## src/rtl/rr_sel_mux_if.sv

```systemverilog
// Handshake bundle between NCH producers, the selector, and one consumer.
// master = producer/consumer side, slave = selector side.
interface rr_sel_mux_if #(
    parameter int WIDTH = 32'd8,
    parameter int NCH   = 32'd4,
    parameter int CW    = $clog2(NCH)
);
    logic [NCH-1:0]       in_valid;
    logic [NCH-1:0]       in_ready;
    logic [NCH*WIDTH-1:0] in_data;
    logic                 out_valid;
    logic                 out_ready;
    logic [WIDTH-1:0]     out_data;
    logic [CW-1:0]        out_ch;

    modport master (
        output in_valid, in_data, out_ready,
        input  in_ready, out_valid, out_data, out_ch
    );

    modport slave (
        input  in_valid, in_data, out_ready,
        output in_ready, out_valid, out_data, out_ch
    );
endinterface

```

## src/rtl/rr_sel_mux.sv

```systemverilog
// NCH-channel registered selector with fixed-priority or round-robin arbitration.
// One output register stage holding the winning word and its source channel index.
module rr_sel_mux #(
    parameter int WIDTH = 32'd8,
    parameter int NCH   = 32'd4,
    parameter int RR    = 32'd1,
    parameter int CW    = $clog2(NCH)
) (
    input  logic          clk,
    input  logic          rst_n,
    rr_sel_mux_if.slave   bus
);

    logic [CW-1:0]    ptr_r;
    logic             out_valid_r;
    logic [WIDTH-1:0] out_data_r;
    logic [CW-1:0]    out_ch_r;

    logic [CW:0]      search_idx_s;
    logic [CW-1:0]    grant_idx_s;
    logic             grant_vld_s;
    logic [NCH-1:0]   grant_s;
    logic             can_load_s;
    logic [NCH-1:0]   in_ready_s;
    logic             xfer_s;
    logic [WIDTH-1:0] sel_data_s;
    logic [CW-1:0]    ptr_next_s;

    // Search for the first valid channel starting at ptr, wrapping modulo NCH.
    // With RR=0 ptr stays at 0, so this degenerates to lowest-index priority.
    always_comb begin
        search_idx_s = {(CW+1){1'b0}};
        grant_idx_s  = {CW{1'b0}};
        grant_vld_s  = 1'b0;
        for (int k = 32'sd0; k < NCH; k++) begin
            search_idx_s = {1'b0, ptr_r} + (CW+1)'(k);
            if (search_idx_s >= (CW+1)'(NCH)) begin
                search_idx_s = search_idx_s - (CW+1)'(NCH);
            end else begin
                search_idx_s = search_idx_s;
            end
            if (!grant_vld_s && bus.in_valid[search_idx_s[CW-1:0]]) begin
                grant_vld_s = 1'b1;
                grant_idx_s = search_idx_s[CW-1:0];
            end else begin
                grant_vld_s = grant_vld_s;
            end
        end
    end

    // One-hot grant, ready gating and data selection for the winning channel.
    always_comb begin
        grant_s = {NCH{1'b0}};
        if (grant_vld_s) begin
            grant_s[grant_idx_s] = 1'b1;
        end else begin
            grant_s = {NCH{1'b0}};
        end
        can_load_s = !out_valid_r || bus.out_ready;
        in_ready_s = grant_s & {NCH{can_load_s & rst_n}};
        xfer_s     = |(bus.in_valid & in_ready_s);
        sel_data_s = bus.in_data[int'(grant_idx_s)*WIDTH +: WIDTH];
    end

    // Pointer advances past the winner; explicit wrap keeps non-power-of-two NCH in range.
    always_comb begin
        if (grant_idx_s == CW'(NCH - 1)) begin
            ptr_next_s = {CW{1'b0}};
        end else begin
            ptr_next_s = grant_idx_s + {{(CW-1){1'b0}}, 1'b1};
        end
    end

    // Output register stage and round-robin pointer.
    always_ff @(posedge clk or negedge rst_n) begin
        if (!rst_n) begin
            out_valid_r <= 1'b0;
            out_data_r  <= {WIDTH{1'b0}};
            out_ch_r    <= {CW{1'b0}};
            ptr_r       <= {CW{1'b0}};
        end else if (xfer_s) begin
            out_valid_r <= 1'b1;
            out_data_r  <= sel_data_s;
            out_ch_r    <= grant_idx_s;
            if (RR != 32'sd0) begin
                ptr_r <= ptr_next_s;
            end else begin
                ptr_r <= {CW{1'b0}};
            end
        end else if (out_valid_r && bus.out_ready) begin
            out_valid_r <= 1'b0;
        end else begin
            out_valid_r <= out_valid_r;
        end
    end

    assign bus.in_ready  = in_ready_s;
    assign bus.out_valid = out_valid_r;
    assign bus.out_data  = out_data_r;
    assign bus.out_ch    = out_ch_r;

endmodule

```

## src/flat_wrapper.sv

```systemverilog
// flat-port wrapper written by rule: the top's interface ports become plain ports
module rr_sel_mux_flat 
#(
    parameter int WIDTH = 32'd8,
    parameter int NCH   = 32'd4,
    parameter int RR    = 32'd1,
    parameter int CW    = $clog2(NCH)
)
  (clk, rst_n, bus_in_valid, bus_in_data, bus_out_ready, bus_in_ready, bus_out_valid, bus_out_data, bus_out_ch);
  rr_sel_mux_if #(.WIDTH(WIDTH), .NCH(NCH), .CW(CW)) bus_i ();
  input  logic clk;
  input  logic rst_n;
  input wire logic [$bits(bus_i.in_valid)-1:0] bus_in_valid;
  input wire logic [$bits(bus_i.in_data)-1:0] bus_in_data;
  input wire logic [$bits(bus_i.out_ready)-1:0] bus_out_ready;
  output wire logic [$bits(bus_i.in_ready)-1:0] bus_in_ready;
  output wire logic [$bits(bus_i.out_valid)-1:0] bus_out_valid;
  output wire logic [$bits(bus_i.out_data)-1:0] bus_out_data;
  output wire logic [$bits(bus_i.out_ch)-1:0] bus_out_ch;
  assign bus_i.in_valid = bus_in_valid;
  assign bus_i.in_data = bus_in_data;
  assign bus_i.out_ready = bus_out_ready;
  assign bus_in_ready = bus_i.in_ready;
  assign bus_out_valid = bus_i.out_valid;
  assign bus_out_data = bus_i.out_data;
  assign bus_out_ch = bus_i.out_ch;
  rr_sel_mux #(.WIDTH(WIDTH), .NCH(NCH), .RR(RR), .CW(CW)) u_core (.clk(clk), .rst_n(rst_n), .bus(bus_i));
endmodule
```

## config.mk

```make
export PLATFORM = sky130hd
export DESIGN_NAME = rr_sel_mux_flat
export DESIGN_NICKNAME = d
export VERILOG_FILES = /design/src/rtl/rr_sel_mux_if.sv /design/src/rtl/rr_sel_mux.sv /design/src/flat_wrapper.sv
export SDC_FILE = /design/constraint.sdc
export NUM_CORES = 1
export LEC_CHECK = 0
export BUFFER_PORTS_ARGS = -buffer_cell sky130_fd_sc_hd__buf_2
export CAP_MARGIN = 5
export CORE_MARGIN = 8
export CORE_UTILIZATION = 43
export CTS_BUF_LIST = sky130_fd_sc_hd__clkbuf_4 sky130_fd_sc_hd__clkbuf_8 sky130_fd_sc_hd__clkbuf_16
export DETAILED_ROUTE_END_ITERATION = 10
export PLACE_DENSITY_LB_ADDON = 0.08
export SLEW_MARGIN = 20
export SYNTH_ARGS = -nofsm -noshare
export SYNTH_HDL_FRONTEND = slang
export SYNTH_SLANG_ARGS = --single-unit
```

## constraint.sdc

```tcl
create_clock -name clk -period 3.29 [get_ports clk]
set_input_delay 0.658 -clock clk [delete_from_list [all_inputs] [get_ports clk]]
set_output_delay 0.658 -clock clk [all_outputs]
set_load 0.03 [all_outputs]
```

==> results of run 1 <==
[cell families after synthesis]
logic type | synth area share
DFF | 0.352
muxes | 0.0122
and+or+nand+nor | 0.134
AOI/OAI and AO/OA | 0.417
buffers and inverters | 0.0582
adders and majority gates | 0.0271
[through the flow]
stage | utilization | worst slack [ns] | hold WS, ns
3_3_place_gp | 0.614 | 0.438 | 0.460
6_report | 0.629 | 0.409 | 0.265
5_1_grt | 0.629 | 0.305 | 0.269
4_1_cts | 0.629 | 0.407 | 0.270
3_5_place_dp | 0.614 | 0.349 | 0.464
2_1_floorplan | - | 0.415 | 0.362
[worst max-delay path, stage by stage]
cell	delay [ns]
buf_2	0.14
nor2b_1	0.24
a221oi_4	0.09
or2_1	0.26
inv_2	0.26
ha_1	0.25
and2_1	0.12
buf_2	0.19
[state kept, by name (all words and copies together), names as in the netlist]
| name | flops |
|---|---|
| u_core.bus.out_ch | 2 |
| u_core.bus.out_data | 8 |
| u_core.bus.out_valid | 1 |
| u_core.ptr_r | 2 |
[area by class of cell]
class / instances / area share
clock buffer: 4 / 0.0238
timing repair buffer: 59 / 0.246
inverter: 4 / 0.0119
sequential: 13 / 0.258
multi-input combinational: 78 / 0.433
tap: 27 / 0.0268
[routing by layer]
layer	vias to the layer above	wire length (microns)
met4	0	27
met1	450	1230
met3	2	250
met5	-	0
met2	47	1280
li1	497	-
[cell usage after synthesis, types with 2 or more instances]
cell type	number	area [sq um]
nor2_1	2	7.51
nor3_1	3	15.0
a21oi_1	3	15.0
nand2_1	12	45.0
a211oi_1	16	120
dfrtp_1	13	325
o21a_1	16	120
o31ai_1	8	60.1
and2_1	2	12.5
buf_2	4	20.0
nand2b_1	2	12.5
ha_1	2	25.0
inv_1	3	11.3
clkbuf_1	2	7.51
[power breakdown]
group	internal (W)	switching, W	total [W]
logic	0.000230	0.000415	0.000645
clock network	0.0000551	0.0000496	0.000105
registers	0.000235	0.0000453	0.000281
[worst max-delay path by stage]
stage	end	startpoint	slack [ns]
detailed placement	u_core.ptr_r[1]$_DFFE_PN0P_	bus_in_valid[2]	0.35
global route	bus_in_ready[3]	bus_in_valid[2]	0.31
CTS	bus_in_ready[3]	bus_in_valid[2]	0.41
floorplan	bus_in_ready[0]	bus_in_valid[2]	0.41
global placement	u_core.ptr_r[1]$_DFFE_PN0P_	bus_in_valid[2]	0.44
finish	bus_in_ready[3]	bus_in_valid[2]	0.41
==> results_dict.tcl, run 1 <==
set metrics [dict create \
    wirelength_microns 2790 \
    tightest_slew_ns 0.484 \
    numClockSinks 13 \
    final_area_sq_mm 0.00126 \
    cts-root-buf "clkbuf_4" \
    hold_path_class "in2async" \
    die_area_sq_mm 0.00389 \
    start_util 0.462 \
    syn_avg_cell_area_sq_um 9.07 \
    post-route-min-period_ns 2.88 \
    synth-seq-cells 13 \
    reg2reg_slack_ns 0.75 \
    cp.required_ns 2.63 \
    vdd_drop_max_v 0.000536 \
    cp-end-kind "output port" \
    die_w_microns 62.4 \
    status "completed" \
    slew_viol_final 0 \
    clk_pin_slew_ns 0.08 \
    hold_viol_final 0 \
    r2r_start "u_core.ptr_r[1]$_DFFE_PN0P_" \
    synth_nets 143 \
    post-route-period-util 0.876 \
    grt_use_total 0.145 \
    final_common_cell "buf_2" \
    ys_types 28 \
    drt_iter0_drc 31 \
    die_y_microns 62.4 \
    grt_max_degree 21 \
    top_usage_layer "met2" \
    core_area_sq_mm 0.00200 \
    fillers 200 \
    drc 0 \
    cts_hold_buf 0 \
    fmax_ghz 0.347 \
    worstRegToRegCells 8 \
    cts_tree "yes" \
    rsz0062_at_grt "false" \
    placed_cells 181 \
    num_rows 16 \
    synth_edf_count 0 \
    p_total_w 0.00103 \
    clk_latency_ns 0.27 \
    layoutNonFillerInstCount 185 \
    ctsHtreeMaxLevel 1 \
    cts_inserted_buffers 3 \
    met2_usage 0.230 \
    grt.met3_usage 0.0412 \
    dpl_cell_area_sq_mm 0.00123 \
    drive_above_1_share 0.424 \
    hpwl_microns 2340 \
    cts_resized 0 \
    cap_violations 0 \
    worstSetupPathType "in2out" \
    async_flop_share 1.00 \
    grt_pass1_vias 1059 \
    multi_input_area_sq_um 546 \
    crit_fanout 20 \
    vias 996 \
    grt_overflow 0 \
    routedWlPerCell_microns 15.1 \
    gp_congestion 0.799 \
    antenna_cells 0 \
    grt_pass1_wl_microns 4730 \
    setup_viol 0 \
    antenna_found_initial 0 \
    start_kind "input pin" \
    synthFlopType "dfrtp_1" \
    area_growth_pct 36.3 \
    first_pass_iters 4 \
    r2r-end "u_core.ptr_r[1]$_DFFE_PN0P_" \
    io_buffers 53 \
    ant_nets 0 \
    relSlewSlack 0.675 \
    ios 54 \
    postCtsSetupBuffers 0 \
    cts_max_path_buffers 2 \
    regArea_sq_um 325 \
    skew_ns 0.0108 \
    finalSetupTns_ns 0 \
    leakage_nw 0.638 \
    worstPathArrival_ns 2.22 \
    layout_common_cells "53 x buf_2, 16 x o21a_1, 16 x a211oi_1" \
    fin_nets 200 \
    viasPerCell 5.38 \
    use_met1 0.177 \
    yosysWarnings 0 \
    synthCells 102 \
    ys_seq_area_frac 0.352 \
    powerDensity_mw_per_mm2 818 \
    netlist_area_sq_um 925 \
]
Power figures use the tool's default switching activity.
==> run 2: changes to the inputs <==
--- a/config.mk
+++ b/config.mk
@@ -5,13 +5,15 @@
 export SDC_FILE = /design/constraint.sdc
 export NUM_CORES = 1
 export LEC_CHECK = 0
+export ABC_AREA = 1
 export BUFFER_PORTS_ARGS = -buffer_cell sky130_fd_sc_hd__buf_2
 export CAP_MARGIN = 5
 export CORE_MARGIN = 8
-export CORE_UTILIZATION = 43
+export CORE_UTILIZATION = 49
 export CTS_BUF_LIST = sky130_fd_sc_hd__clkbuf_4 sky130_fd_sc_hd__clkbuf_8 sky130_fd_sc_hd__clkbuf_16
 export DETAILED_ROUTE_END_ITERATION = 10
 export PLACE_DENSITY_LB_ADDON = 0.08
+export REMOVE_ABC_BUFFERS = 1
 export SLEW_MARGIN = 20
 export SYNTH_ARGS = -nofsm -noshare
 export SYNTH_HDL_FRONTEND = slang
==> run 2 against run 1 <==
- global-route usage rose by 0.62 points
- sequential power rose by 7.5%
- clock-buffer cell count is 1 lower
- hold slack got worse by 0.015 ns
- largest cell class unchanged
==> results_dict.tcl, run 2 <==
set metrics [dict create \
    status "completed" \
    die_w_microns 69.3 \
    grt_overflow 0 \
    yosysWarnings 0 \
    slew_viol_final 0 \
    setup_viol 0 \
    die_area_sq_mm 0.00481 \
    area_growth_pct 20.7 \
    setup_slack_ns 0.239 \
    antenna_cells 0 \
    async_flop_share 1.00 \
    post-place-ws_ns 0.286 \
    ant_nets 0 \
    skew_ns 0.00770 \
    largest_register_ffs 8 \
    vias 1601 \
    cts-root-buf "clkbuf_4" \
    start_util 0.510 \
    clk_pin_slew_ns 0.09 \
    ys_top_cells_by_area "nand2_1 29%, dfrtp_1 23%, nand3_1 8.6%, nand4_1 6.7%, inv_1 5.4%" \
    routedWlPerCell_microns 12.2 \
    synthFlopType "dfrtp_1" \
    cts_inserted_buffers 3 \
    cp-end-kind "output port" \
    tightest_slew_ns 0.321 \
    drc 0 \
    grt_pass1_vias 1462 \
    die_y_microns 69.3 \
    core_area_sq_mm 0.00273 \
    grt_use_total 0.151 \
    muxShareOfSynthArea 0 \
    drive_above_1_share 0.304 \
    cts_tree "yes" \
    finalSetupTns_ns 0 \
    fin_util 0.616 \
    p_total_w 0.00208 \
    hpwl_microns 2850 \
    layout_common_cells "106 x nand2_1, 54 x buf_2, 24 x nand3_1" \
    hold_viol_final 0 \
    grt_max_degree 20 \
    final_common_cell "nand2_1" \
    wirelength_microns 3810 \
    cts_max_path_buffers 2 \
    holdWs_ns 0.250 \
    synth_compound_area_frac 0.0305 \
    synth_top_family_by_area "simple AND/OR/NAND/NOR gates" \
    slowest_stage "dfrtp_2" \
    drt_iter0_drc 125 \
    first_pass_iters 4 \
    synth-simple-area-share 0.584 \
    io_buffers 53 \
    cp.required_ns 2.63 \
    powerDensity_mw_per_mm2 1230 \
    ctsHtreeMaxLevel 1 \
    synth_xor_area_frac 0 \
    post-route-period-util 0.927 \
    path_common_cell "nand2_1" \
    gp_congestion 0.827 \
    synth_fa_ha_area_frac 0.0180 \
    fin_nets 322 \
    critPathMaxStageDelay_ns 0.48 \
    cts_hold_buf 0 \
    fillers 262 \
    rsz0062_at_grt "false" \
    fmax_ghz 0.328 \
    crit_fanout 19 \
    ys_seq_area_frac 0.233 \
    post-route-min-period_ns 3.05 \
    ys_types 24 \
    ios 54 \
    start_kind "flip-flop" \
    synth_top_cells_by_count "106 x nand2_1, 24 x nand3_1, 20 x inv_1" \
    cap_violations 0 \
    numClockSinks 13 \
    worstPathArrival_ns 2.39 \
    grt_pass1_wl_microns 6420 \
    worstSetupPathType "reg2out" \
    yosysTopAreaCellShare 0.285 \
    syn_avg_cell_area_sq_um 6.14 \
    num_rows 19 \
    synth-seq-cells 13 \
    synth_most_common_cell "nand2_1" \
    antenna_found_initial 0 \
    leakage_nw 1.05 \
    clk_latency_ns 0.29 \
    relSlewSlack 0.786 \
    vdd_drop_max_v 0.000777 \
    viasPerCell 5.15 \
    netlist_area_sq_mm 0.00139 \
    path_cells "buf_2, nand2_1, nand2_1, nand2_1, nand2_2, a21oi_2, nand2_4, nand2_4, ha_1, inv_1, nor2_1, buf_2" \
    hold_path_class "in2async" \
    synthCells 227 \
    synth_edf_count 0 \
    synth_largest_area_cell "nand2_1" \
]
## run 2: changes by cell type after synthesis, sizes merged, moves of 5 or more
cell,delta
nand2,+100
nand3,+27
inv,+22
a211oi,-16
o21a,-16
nand4,+15
o31ai,-9
nand3b,+8
buf,+5
## run 2: kinds of logic (layout without fill, tap and decap cells)
group	Yosys count	in the layout
adder cells (fa/ha/maj)	2	2
AND/OR/NAND/NOR	169	169
AO/OA/AOI/OAI	7	7
flip-flops	13	13
buffers and inverters	36	89
## run 2: stage by stage
stage                     area (sq um)  instances
after floorplan                   1310        217
after global placement            1630        303
after detailed placement          1630        303
after CTS                         1660        307
after global routing              1680        311
final                             1680        311
## run 2: layout make-up
type	count	area [sq um]	area share
Multi-Input combinational cell	178	882	0.524
Sequential cell	13	327	0.194
Timing Repair Buffer	59	308	0.183
Inverter	26	100	0.0595
Tap cell	31	38.8	0.0230
Clock buffer	3	22.5	0.0134
Clock inverter	1	5.00	0.00297
## run 2: routing by layer
| layer | vias to the layer above | global-route usage | wire length, microns |
|---|---|---|---|
| met4 | 0 | 0.0569 | 43 |
| li1 | 831 | - | - |
| met2 | 52 | 0.238 | 1820 |
| met3 | 6 | 0.0358 | 206 |
| met1 | 712 | 0.195 | 1740 |
| met5 | - | 0 | 0 |
## run 2: final timing paths
check                                                endpoint  cells past startpoint                        startpoint  slack [ns]
max in group asynchronous         u_core.ptr_r[0]$_DFFE_PN0P_                      1                             rst_n        2.78
min in group clk             u_core.bus.out_ch[1]$_DFFE_PN0P_                      2  u_core.bus.out_ch[1]$_DFFE_PN0P_        0.52
max                                           bus_in_ready[2]                     12       u_core.ptr_r[0]$_DFFE_PN0P_        0.24
max reg2reg                       u_core.ptr_r[1]$_DFFE_PN0P_                     16       u_core.ptr_r[0]$_DFFE_PN0P_        0.58
min reg2reg                  u_core.bus.out_ch[1]$_DFFE_PN0P_                      2  u_core.bus.out_ch[1]$_DFFE_PN0P_        0.52
min                        u_core.bus.out_data[5]$_DFFE_PN0P_                      1                             rst_n        0.25
## run 2: report_power, final
part / internal [W] / total (W) / switching, W
registers: 0.000244 / 0.000302 / 0.0000582
logic: 0.000526 / 0.00167 / 0.00115
clock network: 0.0000452 / 0.000103 / 0.0000580
## run 2: repair_timing
item / CTS / global route
setup buffers: 0 / 4
gates resized for setup: 1 / 0
setup endpoints to repair: 1 / 2
## run 2: critical path, delay by kind of cell, from the launching register on
kind	cells	cell delay (ns)
buf+inv	3	0.45
compound gates	1	0.19
flops	1	0.48
fa+ha+maj	1	0.20
simple gates	7	0.76
==> run 3: changes to the inputs <==
--- a/config.mk
+++ b/config.mk
@@ -12,6 +12,7 @@
 export CORE_UTILIZATION = 49
 export CTS_BUF_LIST = sky130_fd_sc_hd__clkbuf_4 sky130_fd_sc_hd__clkbuf_8 sky130_fd_sc_hd__clkbuf_16
 export DETAILED_ROUTE_END_ITERATION = 10
+export MAX_ROUTING_LAYER = met4
 export PLACE_DENSITY_LB_ADDON = 0.08
 export REMOVE_ABC_BUFFERS = 1
 export SLEW_MARGIN = 20
==> run 3 against run 2 <==
- via count grew 1.3%
- largest power group unchanged
- sequential cell count is the same
- utilization is the same
- power shrank 0.15%
- critical path depth is the same
- setup slack gained 0.0094 ns
- combinational power is essentially flat
- routed wire length shrank 0.42%
==> results_dict.tcl, run 3 (synthesized netlist as in run 2, its figures left out) <==
set metrics [dict create \
    grt_pass1_wl_microns 6430 \
    worstSetupPathType "reg2out" \
    cts_tree "yes" \
    die_y_microns 69.3 \
    vdd_drop_max_v 0.000778 \
    multi_input_area_sq_um 882 \
    hold_path_class "in2async" \
    path_common_cell "nand2_1" \
    grt_max_degree 20 \
    fin_util 0.616 \
    gp_congestion 0.840 \
    cts_max_path_buffers 2 \
    slowest_stage "dfrtp_2" \
    vias 1622 \
    grt_use_total 0.156 \
    setup_slack_ns 0.248 \
    start_util 0.510 \
    fillers 262 \
    die_w_microns 69.3 \
    hold_viol_final 0 \
    critPathMaxStageDelay_ns 0.48 \
    regArea_sq_um 327 \
    finalSetupTns_ns 0 \
    tightest_slew_ns 0.327 \
    die_area_sq_mm 0.00481 \
    ant_nets 0 \
    p_int_w 0.000815 \
    numClockSinks 13 \
    path_cells "buf_2, nand2_1, nand2_1, nand2_1, nand2_2, a21oi_2, nand2_4, nand2_4, ha_1, inv_1, nor2_1, buf_2" \
    ctsHtreeMaxLevel 1 \
    p_comb_frac 0.805 \
    clk_latency_ns 0.28 \
    p_sw_w 0.00126 \
    reg2reg_slack_ns 0.59 \
    grt_overflow 0 \
    crit_fanout 19 \
    fmax_ghz 0.329 \
    drive_above_1_share 0.304 \
    grt_pass1_vias 1468 \
    skew_ns 0.00576 \
    p_seq_frac 0.146 \
    num_rows 19 \
    slew_viol_final 0 \
    layout_common_cells "106 x nand2_1, 54 x buf_2, 24 x nand3_1" \
    powerDensity_mw_per_mm2 1230 \
    start_kind "flip-flop" \
    hpwl_microns 2850 \
    fin_nets 322 \
    worstPathArrival_ns 2.38 \
    cp.required_ns 2.63 \
    clock_power_share 0.049 \
    swShare 0.607 \
    cts_inserted_buffers 3 \
    drc 0 \
    io_buffers 53 \
    clk_pin_slew_ns 0.09 \
    ios 54 \
    dpl_cell_area_sq_mm 0.00163 \
    wirelength_microns 3790 \
    drt_iter0_drc 134 \
    status "completed" \
    cap_violations 0 \
    post-route-period-util 0.925 \
    antenna_found_initial 0 \
    cts-root-buf "clkbuf_4" \
    setup_viol 0 \
    antenna_cells 0 \
    final_area_sq_mm 0.00168 \
    rsz0062_at_grt "false" \
    post-route-min-period_ns 3.04 \
    viasPerCell 5.22 \
    cp-end-kind "output port" \
    final_common_cell "nand2_1" \
    largest_register_ffs 8 \
    relSlewSlack 0.782 \
    leakage_nw 1.05 \
    first_pass_iters 4 \
    post-place-ws_ns 0.286 \
    routedWlPerCell_microns 12.2 \
    p_total_w 0.00207 \
    core_area_sq_mm 0.00273 \
    area_growth_pct 20.7 \
]
run 3: cell counts in the layout (fill, tap and decap cells not counted):
No cell type changed its count.
run 3: worst max-delay path: cells and delay by family (launching register included):
| family | cells | cell delay, ns |
|---|---|---|
| compound gates | 1 | 0.19 |
| simple gates | 7 | 0.75 |
| fa+ha+maj | 1 | 0.20 |
| flops | 1 | 0.48 |
| buf+inv | 3 | 0.45 |
run 3: final cells by class:
| cell class | count | share of cell area |
|---|---|---|
| clock buffers | 3 | 0.0134 |
| multi-input cells | 178 | 0.524 |
| clock inverters | 1 | 0.00297 |
| inverters | 26 | 0.0595 |
| well taps | 31 | 0.0230 |
| flip-flops and latches | 13 | 0.194 |
| repair buffers | 59 | 0.183 |
run 3: power by group through the flow:
stage	Clock (W)	Combinational (W)	Sequential (W)
after floorplan	0	0.00113	0.000421
after global placement	0	0.00161	0.000319
after detailed placement	0	0.00162	0.000314
after CTS	0.000106	0.00163	0.000315
after global routing	0.000113	0.00188	0.000311
final	0.000102	0.00167	0.000302
run 3: final timing paths:
check / startpoint / end / cells past startpoint
setup / recovery: u_core.ptr_r[0]$_DFFE_PN0P_ / bus_in_ready[2] / 12
hold / removal: rst_n / u_core.bus.out_data[5]$_DFFE_PN0P_ / 1
setup reg to reg: u_core.ptr_r[0]$_DFFE_PN0P_ / u_core.bus.out_data[7]$_DFFE_PN0P_ / 16
hold reg to reg: u_core.bus.out_ch[1]$_DFFE_PN0P_ / u_core.bus.out_ch[1]$_DFFE_PN0P_ / 2
max in group asynchronous: rst_n / u_core.ptr_r[0]$_DFFE_PN0P_ / 1
min in group clk: u_core.bus.out_ch[1]$_DFFE_PN0P_ / u_core.bus.out_ch[1]$_DFFE_PN0P_ / 2
run 3: per-stage QoR:
| step | hold slack (ns) | cells |
|---|---|---|
| floorplan | 0.362 | 217 |
| global placement | 0.511 | 303 |
| detailed placement | 0.515 | 303 |
| CTS | 0.254 | 307 |
| global route | 0.271 | 311 |
| finish | 0.255 | 311 |
run 3: timing repair:
action | in CTS | in global routing
resized for setup | 1 | 0
gates cloned | 0 | 0
setup buffers | 0 | 4
endpoints found under the setup margin | 1 | 2
endpoints found under the hold margin | 0 | 0
hold buffers | 0 | 0
run 3: metal layers:
layer / vias up / wire (microns) / global-route usage
li1: 832 / - / -
met3: 7 / 234 / 0.0329
met5: - / 0 / -
met2: 74 / 1800 / 0.239
met1: 709 / 1710 / 0.196
met4: 0 / 50 / 0.0569
